## src/rtl/booth_spm_divider.sv

```systemverilog
// Sequential signed divider: switch/Go operand entry, restoring shift-subtract on
// magnitudes (one quotient bit per clock). Optional Ovf port under DIV_OVF_DETECT_EN.
module booth_spm_divider #(
    parameter int WIDTH = 8
) (
    input  logic               clk,
    input  logic               rst,
    input  logic [WIDTH-1:0]   SW,
    input  logic               Go,
    output logic [2*WIDTH-1:0] Answer,
    output logic               Over,
    output logic               Div_Zero
`ifdef DIV_OVF_DETECT_EN
    ,
    output logic               Ovf
`endif
);

    localparam int CW = (WIDTH > 1) ? $clog2(WIDTH) : 1;

    typedef enum logic [2:0] {
        GET_A,
        GET_B,
        INIT,
        ITER,
        FIX,
        DONE
    } state_t;

    state_t           state_reg;
    logic             go_q_reg;
    logic [WIDTH-1:0] a_reg;
    logic [WIDTH-1:0] b_reg;
    logic [WIDTH-1:0] m_reg;
    logic [WIDTH-1:0] d_reg;
    logic [WIDTH-1:0] r_reg;
    logic [CW-1:0]    cnt_reg;

    logic             go_rise;
    logic [WIDTH-1:0] mag_a;
    logic [WIDTH-1:0] mag_b;
    logic [WIDTH:0]   r_shift;
    logic [WIDTH:0]   r_sub;
    logic             fits;
    logic [WIDTH-1:0] q_val;
    logic [WIDTH-1:0] rem_val;
    logic             ovf_case;

    assign go_rise = Go & ~go_q_reg;

    // Magnitudes as W-bit unsigned: |-2^(W-1)| keeps its bit pattern 2^(W-1).
    assign mag_a = a_reg[WIDTH-1] ? (~a_reg + 1'b1) : a_reg;
    assign mag_b = b_reg[WIDTH-1] ? (~b_reg + 1'b1) : b_reg;

    assign r_shift = {r_reg, m_reg[WIDTH-1]};
    assign r_sub   = r_shift - {1'b0, d_reg};
    assign fits    = (r_shift >= {1'b0, d_reg});

    assign q_val    = (a_reg[WIDTH-1] ^ b_reg[WIDTH-1]) ? (~m_reg + 1'b1) : m_reg;
    assign rem_val  = a_reg[WIDTH-1] ? (~r_reg + 1'b1) : r_reg;
    assign ovf_case = (a_reg == {1'b1, {(WIDTH-1){1'b0}}}) && (b_reg == {WIDTH{1'b1}});

    always_ff @(posedge clk or negedge rst) begin
        if (!rst) begin
            state_reg <= GET_A;
            go_q_reg  <= 1'b1;
            a_reg     <= '0;
            b_reg     <= '0;
            m_reg     <= '0;
            d_reg     <= '0;
            r_reg     <= '0;
            cnt_reg   <= '0;
            Answer    <= '0;
            Over      <= 1'b0;
            Div_Zero  <= 1'b0;
`ifdef DIV_OVF_DETECT_EN
            Ovf       <= 1'b0;
`endif
        end else begin
            go_q_reg <= Go;
            case (state_reg)
                GET_A: begin
                    if (go_rise) begin
                        a_reg     <= SW;
                        Over      <= 1'b0;
                        Div_Zero  <= 1'b0;
`ifdef DIV_OVF_DETECT_EN
                        Ovf       <= 1'b0;
`endif
                        state_reg <= GET_B;
                    end
                end
                GET_B: begin
                    if (go_rise) begin
                        b_reg     <= SW;
                        state_reg <= INIT;
                    end
                end
                INIT: begin
                    m_reg   <= mag_a;
                    d_reg   <= mag_b;
                    r_reg   <= '0;
                    cnt_reg <= '0;
                    if (b_reg == '0) begin
                        Answer    <= {a_reg, {WIDTH{1'b1}}};
                        Div_Zero  <= 1'b1;
                        state_reg <= DONE;
                    end else begin
                        state_reg <= ITER;
                    end
                end
                ITER: begin
                    r_reg   <= fits ? r_sub[WIDTH-1:0] : r_shift[WIDTH-1:0];
                    m_reg   <= {m_reg[WIDTH-2:0], fits};
                    cnt_reg <= cnt_reg + 1'b1;
                    if (cnt_reg == CW'(WIDTH - 1)) begin
                        state_reg <= FIX;
                    end
                end
                FIX: begin
                    Answer    <= {rem_val, q_val};
                    Over      <= 1'b1;
`ifdef DIV_OVF_DETECT_EN
                    Ovf       <= ovf_case;
`endif
                    state_reg <= DONE;
                end
                DONE: begin
                    // A new Go edge starts the next operation directly with A.
                    if (go_rise) begin
                        a_reg     <= SW;
                        Over      <= 1'b0;
                        Div_Zero  <= 1'b0;
`ifdef DIV_OVF_DETECT_EN
                        Ovf       <= 1'b0;
`endif
                        state_reg <= GET_B;
                    end else begin
                        Over <= 1'b1;
                    end
                end
                default: state_reg <= GET_A;
            endcase
        end
    end

`ifndef DIV_OVF_DETECT_EN
    logic unused_ovf;
    assign unused_ovf = ovf_case;
`endif

endmodule
```

## config.mk

```make
export PLATFORM = sky130hd
export DESIGN_NAME = booth_spm_divider
export DESIGN_NICKNAME = d
export VERILOG_FILES = /design/src/rtl/booth_spm_divider.sv
export SDC_FILE = /design/constraint.sdc
export NUM_CORES = 1
export LEC_CHECK = 0
export ABC_AREA = 1
export CORE_ASPECT_RATIO = 1.75
export CORE_MARGIN = 8
export CORE_UTILIZATION = 60
export CTS_BUF_LIST = sky130_fd_sc_hd__clkbuf_4 sky130_fd_sc_hd__clkbuf_8
export DETAILED_ROUTE_END_ITERATION = 8
export DONT_BUFFER_PORTS = 1
export PLACE_DENSITY = 0.82
export SYNTH_ARGS = -nofsm -noshare
export SYNTH_HDL_FRONTEND = slang
export SYNTH_SLANG_ARGS = --single-unit
```

## constraint.sdc

```tcl
create_clock -name clk -period 1.95 [get_ports clk]
set_input_delay 0.39 -clock clk [delete_from_list [all_inputs] [get_ports clk]]
set_output_delay 0.39 -clock clk [all_outputs]
set_load 0.02 [all_outputs]
```

==> flow_metrics.tcl <==
set metrics [dict create \
    hpwl_um 6755 \
    fin_crit_sh_pct 91.88 \
    status "completed" \
    grt_pass1_vias 3299 \
    die_height_um 122.9 \
    regMostFlops "Answer" \
    period_minus_slack_ps 1792 \
    viasPerCell 5.679 \
    ir_drop_uv 1045 \
    drive_gt1_share_pct 13.24 \
    placed_cell_area_sq_um 3954 \
    drv_cap 0 \
    die_x_um 77.08 \
    holdPathStages 0 \
    p_per_area_nw_per_um2 1967 \
    worstSkewPairLatency_ps 340 \
    antenna_found_initial 0 \
    h-tree-depth 3 \
    r2r_cells 10 \
    total_power_w 0.008373 \
    track_usage_pct 19.93 \
    cp.required_ps 2180 \
    clk_pin_slew_ps 70 \
    critical_path_class "flip-flop to flip-flop" \
    cp.arrival_ps 2020 \
    largest_reg_flops 16 \
    cts_tree "yes" \
    cts_root_buf "clkbuf_8" \
    end_kind "flip-flop" \
    synth_top_cells_by_count "nand2_1, dfrtp_1, inv_1" \
    wire_per_inst_um 15.26 \
    wl_um 8973 \
    io_buffers 0 \
    leakage_nw 2.137 \
    avgSynthCellArea_sq_um 7.930 \
    intPower_w 0.004317 \
    final_area_sq_um 4257 \
    drtPass1Iterations 5 \
    yosys-top-cells-area "dfrtp_1, nand2_1, inv_1, nand3_1, ha_1" \
    clockBufferDepth 2 \
    crit_fanout 4 \
    grt_max_degree 66 \
    slew_headroom_pct 72.24 \
    gr-total-overflow 0 \
    ys_seq_elements 65 \
    worst_pin_slew_ps 413.5 \
    rows 39 \
    n_antenna_cell 0 \
    fill_cells 558 \
    seq_area_frac_synth_pct 41.55 \
    min_path_type "primary input to flip-flop" \
    synth-edff-count 0 \
    start_util_pct 60.82 \
    drc 0 \
    synth_fp_nets 520 \
    synthFlopType "dfrtp_1" \
    grt_pass1_wl_um 15120 \
    busiest_layer "met2" \
    syn2layout_area_growth_pct 8.655 \
    fin_skew_ps 10.23 \
    dr.first_iter.drc_count 369 \
    met1_usage_pct 20.88 \
    ios 29 \
    p_seq_share_pct 32.3 \
    post-place-cells 568 \
    synth_top_area_share_pct 40.88 \
    netlist_area_sq_um 3918 \
    setup_viol 0 \
    syn_inst 494 \
    slew_viol_final 0 \
    ant_nets 0 \
    yosys.cell_types.count 42 \
    synthArstFlopShare_pct 100.0 \
    num_vias 3339 \
    gp_congestion 1.004 \
    yosysMostFrequentCell "nand2_1" \
    fmax_ghz 0.5581 \
    start_kind "flip-flop" \
    fin_nets 527 \
    design.core.area_sq_um 6441 \
    final_cells 588 \
    die_area_sq_um 9472 \
    p_switching_w 0.004057 \
    cts-buffers-inserted 9 \
    power_frac_comb_pct 53.4 \
    ys_warn_count 0 \
    clock_power_share_pct 14.3 \
    switching_share_pct 48.45 \
    clock_sinks 65 \
    grt_util_met3_pct 5.531 \
    grt.met2_usage_pct 34.17 \
    yosysTopAreaCell "dfrtp_1" \
    finalHoldViolations 0 \
]
==> cells by family after synthesis <==
logic type / count (synthesis) / synth area share (%)
AND/OR/NAND/NOR: 231 / 26.73
AO/OA/AOI/OAI: 84 / 13.54
adder cells (fa/ha/maj): 15 / 4.983
XOR/XNOR: 16 / 3.577
buffers and inverters: 83 / 9.613
flip-flops: 65 / 41.55
==> area by class of cell <==
class                      count  area (sq um)  area share (%)
sequential                    65          1628           38.24
clock inverter                 2         35.03          0.8230
inverter                      68         257.7           6.055
clock buffer                  14         180.2           4.233
multi-input combinational    346          1948           45.77
tap                           82         102.6           2.410
timing repair buffer          11         105.1           2.469
==> cells in the final DEF, fill, tap and decap left out, drive strengths merged <==
cell type	count
inv	68
dlygate4sd3	1
a22o	2
nand4	9
o22a	1
xnor2	3
dfstp	1
ha	14
clkinv	1
and2	1
a21oi	20
clkbuf	14
dfrtp	64
nand2	127
o211ai	3
nor3	3
o22ai	3
o21bai	1
o31ai	2
buf	10
or2	2
o21ai	46
o221ai	6
xor2	13
fa	1
nor2	40
bufinv	1
nand3b	3
nand3	46
==> power by group through the flow <==
| stage | Combinational (W) | Sequential, W | Clock (W) |
|---|---|---|---|
| 6_report | 0.00447 | 0.00270 | 0.00120 |
| 2_1_floorplan | 0.00346 | 0.00253 | 0 |
| 5_1_grt | 0.00506 | 0.00279 | 0.00128 |
| 3_5_place_dp | 0.00418 | 0.00272 | 0 |
| 3_3_place_gp | 0.00406 | 0.00270 | 0 |
| 4_1_cts | 0.00426 | 0.00270 | 0.00122 |
==> through the flow <==
stage / setup TNS (ps) / setup WS [ps] / hold slack, ps / util [%]
2_1_floorplan: 0 / 288.2 / 94.41 / -
4_1_cts: 0 / 59.95 / 29.66 / 65.31
5_1_grt: -6.935 / -6.935 / 26.92 / 66.08
3_3_place_gp: 0 / 139.0 / 98.78 / 61.38
6_report: 0 / 158.3 / 41.05 / 66.08
3_5_place_dp: 0 / 90.45 / 99.07 / 61.38
==> critical path, cell delays in order, from the launching register on <==
cell and delay, ps:
dfrtp_1 390, inv_2 80, ha_1 140, inv_1 80
fa_1 400, nand3_1 80, nand2_1 80, xnor2_1 210
nand2_1 90, nand3_1 70, nand2_1 60
==> routing by layer <==
metal	up-vias	wire length (um)
li1	1625	-
met1	1542	3414
met2	130	4521
met3	42	538
met4	0	499
met5	-	0
==> path summary, 6_finish.rpt <==
kind                            startpoint        to  slack (ps)
worst max register to register    m_reg[7]  r_reg[4]         160
max in group asynchronous              rst  go_q_reg        1060
min in group asynchronous              rst  r_reg[4]         590
worst min-delay path                    Go  go_q_reg          40
worst min register to register    d_reg[4]  d_reg[4]         480
worst max-delay path              m_reg[7]  r_reg[4]         160
==> repair_timing <==
action                                  in CTS  in global routing
setup buffers                                0                  2
gates resized for setup                      0                  6
endpoints found under the setup margin       0                  9
hold endpoints to repair                    65                  0
hold buffers                                 2                  0
(Power assumes the default switching activity.)
